File: src/rtl/reed_generator.sv
// Reed-sensor emulator that generates one stable pulse per programmable revolution period.
// Optional contact bounce precedes each pulse. Golden revolution and distance counters are kept.
module reed_generator #(
    parameter int unsigned PULSE_WIDTH  = 4,
    parameter int unsigned BOUNCE_COUNT = 3,
    parameter int unsigned PERIOD_W     = 16
) (
    input  logic                clock,
    input  logic                reset,
    input  logic                enable,
    input  logic                bounce_en,
    input  logic [PERIOD_W-1:0] period,
    input  logic [7:0]          circ,
    output logic                reed,
    output logic [15:0]         rev_count,
    output logic [23:0]         dist_cm,
    output logic                active
);

    typedef enum logic [1:0] {StIdle, StBounce, StHigh, StWait} state_e;

    localparam int unsigned BurstLen = 2 * BOUNCE_COUNT;
    localparam logic [PERIOD_W-1:0] ActPlain  = PERIOD_W'(PULSE_WIDTH);
    localparam logic [PERIOD_W-1:0] ActBounce = PERIOD_W'(PULSE_WIDTH + BurstLen);
    localparam logic [PERIOD_W-1:0] BurstEnd  = PERIOD_W'(BurstLen);

    state_e              state_q, state_d;
    logic                reed_q, reed_d;
    logic [PERIOD_W-1:0] cnt_q, cnt_d;
    logic [PERIOD_W-1:0] per_q, per_d;
    logic                bnc_q, bnc_d;
    logic [15:0]         rev_q, rev_d;
    logic [23:0]         dist_q, dist_d;

    logic                start;
    logic                hit;
    logic [PERIOD_W-1:0] act_cur;
    logic [PERIOD_W-1:0] act_new;
    logic [24:0]         dist_sum;

    always_comb begin
        state_d  = state_q;
        reed_d   = reed_q;
        cnt_d    = cnt_q;
        per_d    = per_q;
        bnc_d    = bnc_q;
        rev_d    = rev_q;
        dist_d   = dist_q;
        start    = 1'b0;
        hit      = 1'b0;
        act_cur  = bnc_q ? ActBounce : ActPlain;
        act_new  = bounce_en ? ActBounce : ActPlain;
        dist_sum = {1'b0, dist_q} + {17'd0, circ};

        if (!enable || period == '0) begin
            state_d = StIdle;
            reed_d  = 1'b0;
        end else begin
            unique case (state_q)
                StIdle: start = 1'b1;
                StBounce: begin
                    cnt_d = cnt_q + 1'b1;
                    if (cnt_q == BurstEnd) begin
                        state_d = StHigh;
                        reed_d  = 1'b1;
                        hit     = 1'b1;
                    end else begin
                        // cnt_q counts the cycle just finished; odd cycles are glitch highs
                        reed_d = ~cnt_q[0];
                    end
                end
                StHigh: begin
                    cnt_d = cnt_q + 1'b1;
                    if (cnt_q == act_cur) begin
                        state_d = StWait;
                        reed_d  = 1'b0;
                    end
                end
                StWait: begin
                    cnt_d = cnt_q + 1'b1;
                    if (cnt_q == per_q) start = 1'b1;
                end
                default: state_d = StIdle;
            endcase
        end

        if (start) begin
            cnt_d  = {{(PERIOD_W-1){1'b0}}, 1'b1};
            bnc_d  = bounce_en;
            per_d  = (period > act_new) ? period : act_new + 1'b1;
            reed_d = 1'b1;
            if (bounce_en && BOUNCE_COUNT > 0) begin
                state_d = StBounce;
            end else begin
                state_d = StHigh;
                hit     = 1'b1;
            end
        end

        if (hit) begin
            rev_d  = rev_q + 16'd1;
            dist_d = dist_sum[24] ? 24'hff_ffff : dist_sum[23:0];
        end
    end

    always_ff @(posedge clock) begin
        if (reset) begin
            state_q <= StIdle;
            reed_q  <= 1'b0;
            cnt_q   <= '0;
            per_q   <= '0;
            bnc_q   <= 1'b0;
            rev_q   <= '0;
            dist_q  <= '0;
        end else begin
            state_q <= state_d;
            reed_q  <= reed_d;
            cnt_q   <= cnt_d;
            per_q   <= per_d;
            bnc_q   <= bnc_d;
            rev_q   <= rev_d;
            dist_q  <= dist_d;
        end
    end

    assign reed      = reed_q;
    assign rev_count = rev_q;
    assign dist_cm   = dist_q;
    assign active    = (state_q != StIdle);

endmodule

File: config.mk
export PLATFORM = sky130hd
export DESIGN_NAME = reed_generator
export DESIGN_NICKNAME = d
export VERILOG_FILES = /design/src/rtl/reed_generator.sv
export SDC_FILE = /design/constraint.sdc
export NUM_CORES = 1
export LEC_CHECK = 0
export ABC_CLOCK_PERIOD_IN_PS = 3400
export CORE_AREA = 2 2 92 94
export CTS_CLUSTER_DIAMETER = 150
export DETAILED_ROUTE_END_ITERATION = 7
export DIE_AREA = 0 0 94 96
export MAX_ROUTING_LAYER = met4
export PLACE_DENSITY = 0.9
export SETUP_SLACK_MARGIN = 0.2
export SLEW_MARGIN = 20
export SYNTH_ARGS = -nofsm -noshare
export SYNTH_HDL_FRONTEND = slang
export SYNTH_SLANG_ARGS = --single-unit
File: constraint.sdc
create_clock -name clock -period 3.4 [get_ports clock]
set_clock_uncertainty 0.05 [all_clocks]
set_input_delay 0.68 -clock clock [delete_from_list [all_inputs] [get_ports clock]]
set_output_delay 0.68 -clock clock [all_outputs]
set_load 0.05 [all_outputs]
==> results <==
## flip-flops by register name (all words and copies together), names as in the netlist
| name | count |
|---|---|
| bnc_q | 1 |
| cnt_q | 16 |
| dist_cm | 24 |
| per_q | 16 |
| reed | 1 |
| rev_count | 16 |
| state_q | 2 |
## cell type report
type,count,area [sq um]
fill,637,2820
timing repair buffer,80,780.7
clock buffer,13,158.9
multi-input combinational,364,2510
tap,105,131.4
sequential,76,1521
inverter,16,60.06
clock inverter,3,68.82
## worst min-delay path: stages (launching register included)
cell and delay (ns):
sky130_fd_sc_hd__dfxtp_1 0.32, sky130_fd_sc_hd__o21ai_0 0.07, sky130_fd_sc_hd__a21oi_1 0.06
## power by group through the flow
stage	combinational (mW)	sequential, mW	clock, mW
3_3_place_gp	0.982	1.09	0
6_report	1.02	1.07	0.786
2_1_floorplan	0.662	1.17	0
3_5_place_dp	1.01	1.09	0
4_1_cts	1.02	1.07	0.795
5_1_grt	1.13	1.08	0.831
## logic make-up (layout without fill, tap and decap cells)
family | after synthesis | after routing | synth area share
mux | 9 | 9 | 0.02309
fa+ha+maj | 20 | 20 | 0.06098
buf+inv | 38 | 112 | 0.04618
xor+xnor | 42 | 42 | 0.08704
flops | 76 | 76 | 0.3600
compound gates | 92 | 92 | 0.1604
simple gates | 201 | 201 | 0.2623
## cells in the final DEF (no fill, tap or decap), types with 13 or more instances in the layout
master and instances:
sky130_fd_sc_hd__ha_1 19, sky130_fd_sc_hd__nand3_1 15, sky130_fd_sc_hd__dfxtp_1 76, sky130_fd_sc_hd__nor3_1 17, sky130_fd_sc_hd__clkdlybuf4s50_1 68, sky130_fd_sc_hd__xnor2_1 34
sky130_fd_sc_hd__o21ai_0 13, sky130_fd_sc_hd__a21oi_1 16, sky130_fd_sc_hd__nand2_1 23, sky130_fd_sc_hd__nor2_1 63, sky130_fd_sc_hd__inv_1 16
## worst paths after layout
path,end,slack [ns]
setup / recovery,per_q[12],0.41
hold / removal,per_q[0],0.45
hold reg to reg,per_q[0],0.45
setup reg to reg,dist_cm[4],0.57
## stage by stage
| step | util | power (mW) | setup slack [ns] | instances | instance area (sq um) |
|---|---|---|---|---|---|
| after floorplan | - | 1.835 | 0.5940 | 478 | 4227 |
| after global placement | 0.6214 | 2.070 | 0.1554 | 641 | 5004 |
| after detailed placement | 0.6214 | 2.103 | 0.09139 | 641 | 5004 |
| after CTS | 0.6497 | 2.891 | 0.3926 | 657 | 5231 |
| after global routing | 0.6497 | 3.047 | 0.2953 | 657 | 5231 |
| final | 0.6497 | 2.883 | 0.4138 | 657 | 5231 |
## layer usage
layer / track usage / vias to the layer above / wire [um]
met5: - / - / 0
met4: 0.04952 / 0 / 65
met3: 0.05795 / 8 / 543
met2: 0.4339 / 129 / 5260
met1: 0.2698 / 1837 / 4449
li1: - / 1885 / -
==> impl_metrics.csv <==
group,metric,value,unit
yosys,synth_top_area_frac,0.3600,
critical_path,timing.critical_path.slowest_cell_delay,0.59,ns
run_status,status,"complete, no violations",
clock_tree,clock_insertion_delay_worst_skew,0.34,ns
power_and_ir_drop,sequentialPowerShare,0.372,
yosys,seq_area_frac_synth,0.3600,
critical_path,worst_setup_path_start_kind,"input pin",
global_routing,remaining_overflow_grt,0,
min_path,min_path_type,"flip-flop to flip-flop",
critical_path,worstReg2RegStart,"state_q[0]",
yosys,ys_types,59,
critical_path,timing.critical_path.from,"period[5]",
sta,final-setup-viol-count,0,
critical_path,path_depth,8,
yosys,asyncSetResetFlopFracSynth,0,
power_and_ir_drop,p_comb_frac,0.355,
yosys,post-synth-top-count-cell,"sky130_fd_sc_hd__dfxtp_1",
sta,finalHoldViolations,0,
detailed_routing,dr_total_vias,3859,
floorplanning,boundaryPins,70,
sta,holdWs,0.4474,ns
critical_path,crit_type,"input pin to flip-flop",
global_routing,grt_pass1_vias,3718,
sta,slew_limit_fails,0,
min_path,hold-path-cell-count,2,
sta,slew_headroom,0.4749,
detailed_routing,drt-pass1-iter-count,4,
critical_path,crit_path_leading_delay_family,"simple AND/OR/NAND/NOR gates",
yosys,synth-main-ff-cell,"sky130_fd_sc_hd__dfxtp_1",
power_and_ir_drop,sw_frac_of_total,0.3587,
clock_tree,cts_root_buffer,"sky130_fd_sc_hd__clkbuf_8",
final_layout,drive_above_1_share,0.08514,
sta,slew_at_the_pin_closest_to_its_max_slew_limit,0.7868,ns
global_routing,global_route_wire_length_before_repair,16990,um
final_layout,area.growth.synth_to_final,23.77,%
final_layout,insertedDiodeCount,0,
detailed_routing,routed_wirelength,10320,um
yosys,yosys_register_bits,76,
clock_tree,worst_path_clk_slew,0.08,ns
power_and_ir_drop,p_per_area,551.1,mW/mm^2
yosys,syn-num-nets,526,
power_and_ir_drop,p_leak,1.887,nW
final_layout,design.final.nets,595,
min_path,timing.hold.worst.start,"per_q[0]",
floorplanning,floorplan.die.height,96,um
detailed_routing,drt_iter0_drc,152,
detailed_routing,ant_nets,0,
floorplanning,initial_core_util,0.5249,
global_routing,grt_max_degree,56,
clock_tree,ctsLongestPathBuffers,2,
floorplanning,floorplan.die_area,0.009024,sq mm
clock_tree,cts.sink_count,76,
critical_path,worst-path-buf-inv,3,
sta,grt_setup_unrepaired,"false",
yosys,number_of_enable_type_register_cells_in_the_synthesized_netlist,0,
yosys,yosys.area.top_type,"sky130_fd_sc_hd__dfxtp_1",
clock_tree,cts_htree_levels,3,
yosys,yosys_warnings,0,
critical_path,critPathArrivalTime,3.22,ns
run,maxCapViolCount,0,
sta,final_period_utilization,0.8783,
critical_path,worst_r2r_path_depth,9,
yosys,syn_area_per_cell,8.842,sq um
critical_path,slowest_stage,"sky130_fd_sc_hd__or4_4",
power_and_ir_drop,internal_power,1.849,mW
floorplanning,std_cell_rows,33,
global_routing,groute.usage.overall,0.2395,
place,port_buffers,69,
critical_path,critical_path.endpoint_type,"flip-flop",
clock_tree,cts-resized-gates,0,
clock_tree,cts_made_buffers,9,
place,dpl.hpwl,7584,um
sta,setup_total_negative_slack,0,ns
yosys,synthTopCellsByCount,"sky130_fd_sc_hd__dfxtp_1, sky130_fd_sc_hd__nor2_1, sky130_fd_sc_hd__xnor2_1",
detailed_routing,vias_per_cell,5.874,
critical_path,path_max_fanout,15,
floorplanning,floorplan.core_area,0.008051,sq mm
power_and_ir_drop,part_of_the_total_power_dissipated_in_the_clock_network,0.273,
detailed_routing,detail_route.wl_per_cell,15.71,um
global_routing,antenna_found_initial,0,
yosys,synth_area_leaders,"sky130_fd_sc_hd__dfxtp_1, sky130_fd_sc_hd__xnor2_1, sky130_fd_sc_hd__ha_1",
yosys,post_synth_inst_count,478,
sta,timing.final.crit_period,2.986,ns
sta,timing.fmax,334.9,MHz
detailed_routing,drc_errors,0,
clock_tree,cts_stage_hold_buffer_count,0,
yosys,syn_area,0.004227,sq mm
clock_tree,cts_tree,"done",
place,finalWeightedCongestion,0.8880,
clock_tree,post-cts-setup-buffers,0,
floorplanning,floorplan.die.width,94,um
power_and_ir_drop,peakVddDrop,0.0003142,V
power_and_ir_drop,power.switching,1.034,mW
critical_path,cp_data_required_time,3.64,ns
critical_path,critical_path.cell_chain,"clkdlybuf4s50_1, or4_4, o41ai_4, buf_12, nor2_1, buf_4, nor2_2, a22o_1",
(Power assumes the default switching activity.)
